[src/rtl/traffic_signal_monitor.sv]
// Safety monitor and lamp driver for the highway/country light controller.
// Checks both code streams and falls back to flashing red on any violation.
module traffic_signal_monitor #(
    parameter int unsigned MIN_YELLOW = 3,
    parameter int unsigned MIN_ALLRED = 1,
    parameter int unsigned FLASH_HALF = 4,
    parameter int unsigned CNT_W      = 8
) (
    input  logic       clock,
    input  logic       clear_n,
    input  logic [1:0] hwy,
    input  logic [1:0] cntry,
    input  logic       ack,
    output logic [2:0] hwy_lamp,
    output logic [2:0] cntry_lamp,
    output logic       fault,
    output logic [2:0] fault_code
);

    typedef enum logic {S_NORMAL, S_FAULT} state_e;

    localparam logic [1:0] RED = 2'd0;
    localparam logic [1:0] YEL = 2'd1;
    localparam logic [1:0] GRN = 2'd2;
    localparam logic [1:0] ILL = 2'd3;

    localparam logic [CNT_W-1:0] MIN_Y  = CNT_W'(MIN_YELLOW);
    localparam logic [CNT_W-1:0] MIN_AR = CNT_W'(MIN_ALLRED);
    localparam logic [CNT_W-1:0] FL_END = CNT_W'(FLASH_HALF - 1);

    function automatic logic [CNT_W-1:0] sat_inc(input logic [CNT_W-1:0] v);
        return (v == '1) ? v : v + CNT_W'(1);
    endfunction

    function automatic logic [2:0] lamp_of(input logic [1:0] code);
        logic [2:0] l;
        case (code)
            YEL:     l = 3'b010;
            GRN:     l = 3'b001;
            default: l = 3'b100;
        endcase
        return l;
    endfunction

    function automatic logic bad_tr(input logic [1:0] p, input logic [1:0] n);
        return (p == GRN && n == RED) || (p == RED && n == YEL) ||
               (p == YEL && n == GRN);
    endfunction

    state_e           state_q, state_d;
    logic [1:0]       h_q, h_d, c_q, c_d;
    logic [1:0]       h_p_q, h_p_d, c_p_q, c_p_d;
    logic             smp_q, smp_d;
    logic             valid_p_q, valid_p_d;
    logic [CNT_W-1:0] hy_q, hy_d, cy_q, cy_d, ar_q, ar_d;
    logic [CNT_W-1:0] fl_cnt_q, fl_cnt_d;
    logic             fl_on_q, fl_on_d;
    logic [2:0]       code_q, code_d;
    logic [2:0]       hl_q, hl_d, cl_q, cl_d;

    logic       ill, conf, bseq, syel, sclr;
    logic [2:0] hit;

    always_comb begin
        ill  = (h_q == ILL) || (c_q == ILL);
        conf = (h_q != RED) && (c_q != RED);
        bseq = valid_p_q && (bad_tr(h_p_q, h_q) || bad_tr(c_p_q, c_q));
        syel = valid_p_q &&
               ((h_p_q == YEL && h_q == RED && hy_q < MIN_Y) ||
                (c_p_q == YEL && c_q == RED && cy_q < MIN_Y));
        sclr = valid_p_q &&
               ((h_p_q == RED && h_q == GRN && ar_q < MIN_AR) ||
                (c_p_q == RED && c_q == GRN && ar_q < MIN_AR));
        // Lowest cause code wins when several checks fire together
        if (ill)       hit = 3'd1;
        else if (conf) hit = 3'd2;
        else if (bseq) hit = 3'd3;
        else if (syel) hit = 3'd4;
        else if (sclr) hit = 3'd5;
        else           hit = 3'd0;
    end

    always_comb begin
        state_d   = state_q;
        h_d       = hwy;
        c_d       = cntry;
        h_p_d     = h_q;
        c_p_d     = c_q;
        smp_d     = 1'b1;
        valid_p_d = smp_q;
        hy_d      = (smp_q && h_q == YEL) ? sat_inc(hy_q) : '0;
        cy_d      = (smp_q && c_q == YEL) ? sat_inc(cy_q) : '0;
        ar_d      = (smp_q && h_q == RED && c_q == RED) ? sat_inc(ar_q) : '0;
        fl_cnt_d  = fl_cnt_q;
        fl_on_d   = fl_on_q;
        code_d    = code_q;
        hl_d      = hl_q;
        cl_d      = cl_q;
        unique case (state_q)
            S_NORMAL: begin
                if (hit != 3'd0) begin
                    state_d  = S_FAULT;
                    code_d   = hit;
                    fl_cnt_d = '0;
                    fl_on_d  = 1'b1;
                end else begin
                    hl_d = lamp_of(h_q);
                    cl_d = lamp_of(c_q);
                end
            end
            S_FAULT: begin
                if (ack && h_q == RED && c_q == RED) begin
                    state_d   = S_NORMAL;
                    code_d    = 3'd0;
                    valid_p_d = 1'b0;
                    hy_d      = '0;
                    cy_d      = '0;
                    ar_d      = '0;
                    hl_d      = lamp_of(h_q);
                    cl_d      = lamp_of(c_q);
                end else if (fl_cnt_q == FL_END) begin
                    fl_cnt_d = '0;
                    fl_on_d  = !fl_on_q;
                end else begin
                    fl_cnt_d = fl_cnt_q + CNT_W'(1);
                end
            end
            default: state_d = S_NORMAL;
        endcase
    end

    always_ff @(posedge clock or negedge clear_n) begin
        if (!clear_n) begin
            state_q   <= S_NORMAL;
            h_q       <= RED;
            c_q       <= RED;
            h_p_q     <= RED;
            c_p_q     <= RED;
            smp_q     <= 1'b0;
            valid_p_q <= 1'b0;
            hy_q      <= '0;
            cy_q      <= '0;
            ar_q      <= '0;
            fl_cnt_q  <= '0;
            fl_on_q   <= 1'b1;
            code_q    <= 3'd0;
            hl_q      <= 3'b100;
            cl_q      <= 3'b100;
        end else begin
            state_q   <= state_d;
            h_q       <= h_d;
            c_q       <= c_d;
            h_p_q     <= h_p_d;
            c_p_q     <= c_p_d;
            smp_q     <= smp_d;
            valid_p_q <= valid_p_d;
            hy_q      <= hy_d;
            cy_q      <= cy_d;
            ar_q      <= ar_d;
            fl_cnt_q  <= fl_cnt_d;
            fl_on_q   <= fl_on_d;
            code_q    <= code_d;
            hl_q      <= hl_d;
            cl_q      <= cl_d;
        end
    end

    assign fault      = (state_q == S_FAULT);
    assign fault_code = code_q;
    assign hwy_lamp   = fault ? (fl_on_q ? 3'b100 : 3'b000) : hl_q;
    assign cntry_lamp = fault ? (fl_on_q ? 3'b100 : 3'b000) : cl_q;

endmodule
[config.mk]
export PLATFORM = sky130hd
export DESIGN_NAME = traffic_signal_monitor
export DESIGN_NICKNAME = d
export VERILOG_FILES = /design/src/rtl/traffic_signal_monitor.sv
export SDC_FILE = /design/constraint.sdc
export NUM_CORES = 1
export LEC_CHECK = 0
export CAP_MARGIN = 20
export CORE_MARGIN = 8
export CORE_UTILIZATION = 40
export DETAILED_ROUTE_END_ITERATION = 7
export SYNTH_ARGS = -nofsm -noshare
export SYNTH_HDL_FRONTEND = slang
export SYNTH_SLANG_ARGS = --single-unit
export TNS_END_PERCENT = 10
[constraint.sdc]
create_clock -name clock -period 5 [get_ports clock]
set_input_delay 1 -clock clock [delete_from_list [all_inputs] [get_ports clock]]
set_output_delay 1 -clock clock [all_outputs]
set_load 0.01 [all_outputs]
==> results of run 1 <==
cells in the mapped netlist, types with 6 or more instances:
cell,n
o21ai_0,7
mux2i_1,8
o21ai_1,6
inv_1,19
a31oi_1,6
dfrtp_1,50
nand2_1,18
nor3_1,13
a21oi_1,6
ha_1,15
nand3_1,16
nor2_1,28
xor2_1,7
through the flow:
step	instances	setup slack (ns)
2_1_floorplan	270	2.80
3_3_place_gp	364	2.45
3_5_place_dp	364	2.34
4_1_cts	372	2.13
5_1_grt	372	2.08
6_report	372	2.16
critical path, stage by stage, from the launching register on:
cell and delay, ns:
dfrtp_1 0.71, nand2_1 0.15, o21ai_0 0.11, clkdlybuf4s50_1 0.56
per-layer routing:
metal	wire length (um)	share of wire (%)	track usage [%]	up-vias
li1	-	-	-	999
met1	2670	51	15.7	957
met2	2360	45	17.8	17
met3	118	2.3	2.54	6
met4	63	1.2	3.90	0
met5	0	0	0	-
final cells by class:
type / instances / area (sq um)
clock inverters: 2 / 13.8
well taps: 80 / 100
repair buffers: 17 / 163
flip-flops and latches: 53 / 1330
inverters: 19 / 71.3
clock buffers: 6 / 82.6
fillers: 646 / 3610
multi-input cells: 195 / 1310
registers in the layout, indices dropped and copies added, names as in the netlist, 2 cells and up:
signal / count
c_p_q: 2
h_p_q: 2
cl_q: 3
ar_q: 8
hl_q: 3
fl_cnt_q: 8
cy_q: 8
h_p_d: 2
fault_code: 3
c_p_d: 2
hy_q: 8
final timing paths:
path / start / endpoint
max in group asynchronous: clear_n / ar_q[3]$_DFF_PN0_
min reg2reg: c_p_d[0]$_DFF_PN0_ / c_p_q[0]$_DFF_PN0_
min in group asynchronous: clear_n / hl_q[0]$_DFFE_PN0P_
max: fault$_DFF_PN0_ / hwy_lamp[2]
min: c_p_d[0]$_DFF_PN0_ / c_p_q[0]$_DFF_PN0_
max reg2reg: c_p_d[0]$_DFF_PN0_ / cl_q[0]$_DFFE_PN0P_
cells by family after synthesis:
group | after synthesis | share of synthesized area [%]
AO/OA/AOI/OAI | 39 | 9.35
other | 1 | 0.137
buffers and inverters | 22 | 3.35
XOR/XNOR | 11 | 3.53
multiplexers | 13 | 5.00
adder cells (fa/ha/maj) | 15 | 6.88
AND/OR/NAND/NOR | 116 | 23.0
flip-flops | 53 | 48.7
power groups by stage:
stage                     clock network [mW]  registers (mW)  logic, mW
after global placement                     0           0.544      0.196
after detailed placement                   0           0.546      0.197
after global routing                   0.275           0.547      0.221
final                                  0.251           0.537      0.195
after floorplan                            0           0.535      0.128
after CTS                              0.260           0.537      0.198
==> results.ini, run 1 <==
[setup_path]
r2r_setup_slack_ns = 2.36
critPathKind = reg2out
crit_required_ns = 4.00
r2r_cells = 7
worstSetupEndpointType = output port
critical_path.max_fanout = 18
crit_arrival_ns = 1.84
critPathLaunchType = flip-flop

[floorplan]
start_util_pct = 40.8
fp.dieH_um = 98.6
die_w_um = 98.6
pin_count = 17
coreArea_sq_mm = 0.00668
num_rows = 30
die_area_sq_mm = 0.00972

[synthesis]
yosys.area.top_type_share_pct = 45.9
ys_warn_count = 0
synth_area_leaders = dfrtp_1 (46%), ha_1 (6.9%), nor2_1 (3.9%)
syn_nets = 292
synth_edf_count = 0
ys_ff_latch = 53
synth_top_cell_by_area = dfrtp_1
syn-instance-count = 270
synth_area_sq_mm = 0.00273
avgSynthCellArea_sq_um = 10.1
yosysSeqAreaShare_pct = 48.7
ys_async_sr_fraction_pct = 100
ys_types = 52
synthFlopType = dfrtp_1

[clock_network]
cts_resized = 0
cts_max_level = 2
worstSkewPairLatency_ns = 0.30
cts.clk_slew.worst_paths_ns = 0.10
cts_tree = yes
root_buffer = clkbuf_8
cts_inserted_buffers = 5
cts_sinks = 53
clockBufferDepth = 2
cts_setup_buffers = 0
ctsHoldBuffers = 0

[grt]
grt.total_usage_pct = 11.6
overflow = 0
grt_pass1_vias = 1982
grt_max_degree = 54
antenna_found_initial = 0
grt_pass1_wl_um = 9270

[power_and_ir_drop]
p_seq_share_pct = 54.7
powerDensity_mw_per_mm2 = 320
intPower_mw = 0.699
p_leak_nw = 1.37
power_mw = 0.983
switchingPower_mw = 0.284
power_frac_comb_pct = 19.8
swShare_pct = 28.8
vdd_drop_max_mv = 0.145
clkPwrFrac_pct = 25.5

[detailed_routing]
first_pass_iters = 5
via_per_inst = 5.32
drc = 0
routedWlPerCell_um = 14.0
drt_iter0_drc = 87
num_vias = 1979
detail-route-antenna-nets = 0
routed_wl_um = 5210

[worst_hold_path]
worstHoldPathCells = 0
hold_path_class = reg2reg

[final_layout]
syn_to_final_growth_pct = 12.4
mostFrequentLayoutCells = dfrtp_1 (50), nor2_1 (28), inv_1 (19)
fin_nets = 313
antenna_cells = 0
final_common_cell = dfrtp_1
final_area_sq_mm = 0.00307
final_layout_size_suffix_gt1_share_pct = 6.85
finish.utilization_pct = 45.9

[outcome]
status = finished, final reports clean

[flow_run]
max-cap-violations = 0

[sta]
min_period_ns = 2.84
fmax_ghz = 0.352
report.final.slew_viol_count = 0
hold_violations = 0
skew_ns = 0.00905
setup_violations = 0
worst_pin_slew_ns = 0.677
setup_tns_ns = 0
post-route-period-util_pct = 56.7
slew_headroom_pct = 54.5
holdWs_ns = 0.445
rsz0062_at_grt = false

[place]
portBuffers = 16
gp_congestion = 0.774
hpwl_um = 3860
place_area_sq_mm = 0.00297

(Power assumes the default switching activity.)
==> run 2: changes to the inputs <==
- clock period: 5 -> 2.33 ns (I/O delays scaled with it)
==> run 2 against run 1 <==
Effect of this change:
- utilization increased by 1.7 points
- worst setup slack worse by 2.1 ns
- register-to-register slack got worse by 2.3 ns
- wire length increased by 1.7%
- clock-buffer cell count rose by 2
- critical endpoint is now hl_q[1]$_DFFE_PN0P_
- critical path type is now reg2reg
- global-route usage fell by 0.39 points
- via count is 1.4% higher
- die area unchanged
- sequential share of layout area is 1.6 points lower
- largest cell class unchanged
==> results.ini, run 2 (synthesis gave the netlist of run 1 again) <==
[clock_network]
root_buffer = clkbuf_8
cts_inserted_buffers = 5  ; unchanged
cts_max_level = 2  ; unchanged
cts.clk_slew.worst_paths_ns = 0.09  ; about the same
cts_tree = yes
cts_sinks = 53  ; unchanged
ctsHoldBuffers = 0  ; unchanged
clockBufferDepth = 2  ; unchanged
worstSkewPairLatency_ns = 0.30  ; about the same

[sta]
setup_violations = 0  ; unchanged
rsz0062_at_grt = true
hold_violations = 0  ; unchanged
setup_tns_ns = 0  ; unchanged
fmax_ghz = 0.442
min_period_ns = 2.26
report.final.slew_viol_count = 0  ; unchanged
skew_ns = 0.00448  ; -0.00457 ns
post-route-period-util_pct = 97.1

[setup_path]
crit_arrival_ns = 2.45  ; +0.61 ns
critical-path-slowest-cell = or4b_1
r2r_setup_slack_ns = 0.07  ; -2.29 ns
critPathKind = reg2reg
worstSetupEndpointType = flip-flop
max_stage_delay_ns = 0.56  ; -0.15 ns
cp_top_family = simple AND/OR/NAND/NOR gates
crit_required_ns = 2.52  ; -1.48 ns
critical_path.max_fanout = 6  ; -12
critPathLaunchType = flip-flop
path_cells = inv_1, ha_1, and4b_1, or4b_1, nor2_2, a21boi_4, mux2_1
critPathBufInv = 1  ; unchanged

[detailed_routing]
drt_iter0_drc = 99  ; +14%
via_per_inst = 5.21  ; -2.1%
routed_wl_um = 5300  ; +1.7%
first_pass_iters = 4  ; -1
drc = 0  ; unchanged
num_vias = 2006  ; +1.4%
routedWlPerCell_um = 13.8  ; -1.7%
detail-route-antenna-nets = 0  ; unchanged

[power_and_ir_drop]
vdd_drop_max_mv = 0.329  ; +130%
power_mw = 2.13  ; +120%
p_leak_nw = 1.43  ; +4.5%
powerDensity_mw_per_mm2 = 668  ; +110%

[grt]
grt_max_degree = 23  ; -57%
overflow = 0  ; unchanged
grt_pass1_wl_um = 8890  ; -4.1%
antenna_found_initial = 0  ; unchanged
grt.total_usage_pct = 11.2  ; -0.39 points
grt_pass1_vias = 1923  ; -3.0%

[place]
hpwl_um = 3970  ; +2.7%
portBuffers = 16  ; unchanged
gp_congestion = 0.787  ; +1.6%

[floorplan]
num_rows = 30  ; unchanged
fp.dieH_um = 98.6  ; unchanged
coreArea_sq_mm = 0.00668  ; unchanged
die_w_um = 98.6  ; unchanged
start_util_pct = 40.8  ; unchanged
pin_count = 17  ; unchanged
die_area_sq_mm = 0.00972  ; unchanged

[outcome]
status = finished, final reports clean

[final_layout]
antenna_cells = 0  ; unchanged
fin_nets = 326  ; +4.2%
final_common_cell = dfrtp_1
mostFrequentLayoutCells = dfrtp_1 (50), nor2_1 (28), inv_1 (19)
syn_to_final_growth_pct = 16.6
final_layout_size_suffix_gt1_share_pct = 10.8  ; +4.0 points

[worst_hold_path]
hold_path_class = in2async

[flow_run]
max-cap-violations = 0  ; unchanged

[run 2: cell count changes in the layout (fill, tap and decap cells not counted), sizes merged]
| cell | delta |
|---|---|
| clkinv | -2 |
| clkbuf | +2 |
| buf | +13 |
[run 2: path summary, 6_finish.rpt]
path / startpoint / endpoint / cells past startpoint
max in group asynchronous: clear_n / fl_on_q$_DFFE_PN1P_ / 2
worst max-delay path: c_p_d[0]$_DFF_PN0_ / hl_q[1]$_DFFE_PN0P_ / 7
min in group clock: h_p_d[0]$_DFF_PN0_ / h_p_q[0]$_DFF_PN0_ / 0
worst min register to register: h_p_d[0]$_DFF_PN0_ / h_p_q[0]$_DFF_PN0_ / 0
worst min-delay path: clear_n / hl_q[1]$_DFFE_PN0P_ / 1
worst max register to register: c_p_d[0]$_DFF_PN0_ / hl_q[1]$_DFFE_PN0P_ / 7
[run 2: cell type report]
type | instances | area [sq um]
Multi-Input combinational cell | 195 | 1330
Sequential cell | 53 | 1330
Timing Repair Buffer | 30 | 264
Clock buffer | 8 | 90.1
Inverter | 19 | 71.3
Fill cell | 638 | 3500
Tap cell | 80 | 100
[run 2: repair_timing]
action | 4_1_cts | 5_1_grt
setup endpoints to repair | 1 | 15
gates cloned | 0 | 0
setup buffers | 0 | 1
pin swaps | 1 | 1
gates resized for setup | 0 | 5
[run 2: through the flow]
stage          instance area, sq um  utilization, %  cells  hold WS (ns)  setup WS [ns]
2_1_floorplan                  2730               -    270         0.170          0.132
3_3_place_gp                   3060            45.8    376         0.413         0.0940
3_5_place_dp                   3060            45.8    376         0.420         0.0258
4_1_cts                        3150            47.2    384         0.120         0.0137
5_1_grt                        3180            47.6    385         0.137       -0.00873
6_report                       3180            47.6    385         0.112         0.0677
[run 2: report_power, final]
part / internal [mW] / leakage [nW] / switching (mW)
sequential: 1.05 / 0.683 / 0.0978
combinational: 0.226 / 0.700 / 0.214
clock: 0.243 / 0.0455 / 0.292
total: 1.52 / 1.43 / 0.603
[run 2: worst register-to-register path: cells and delay by family, from the launching register on]
family | cells | cell delay [ns]
DFF | 1 | 0.41
adders and majority gates | 1 | 0.24
AOI/OAI and AO/OA | 1 | 0.11
and+or+nand+nor | 3 | 0.94
muxes | 1 | 0.33
buffers and inverters | 1 | 0.12
[run 2: layer usage]
metal	share of wire (%)	wire, um	track usage (%)	vias up
met5	0	0	0	-
met4	1.3	68	3.90	0
met3	2.2	117	2.61	6
met2	46	2450	17.9	17
met1	50	2670	14.4	955
li1	-	-	-	1028
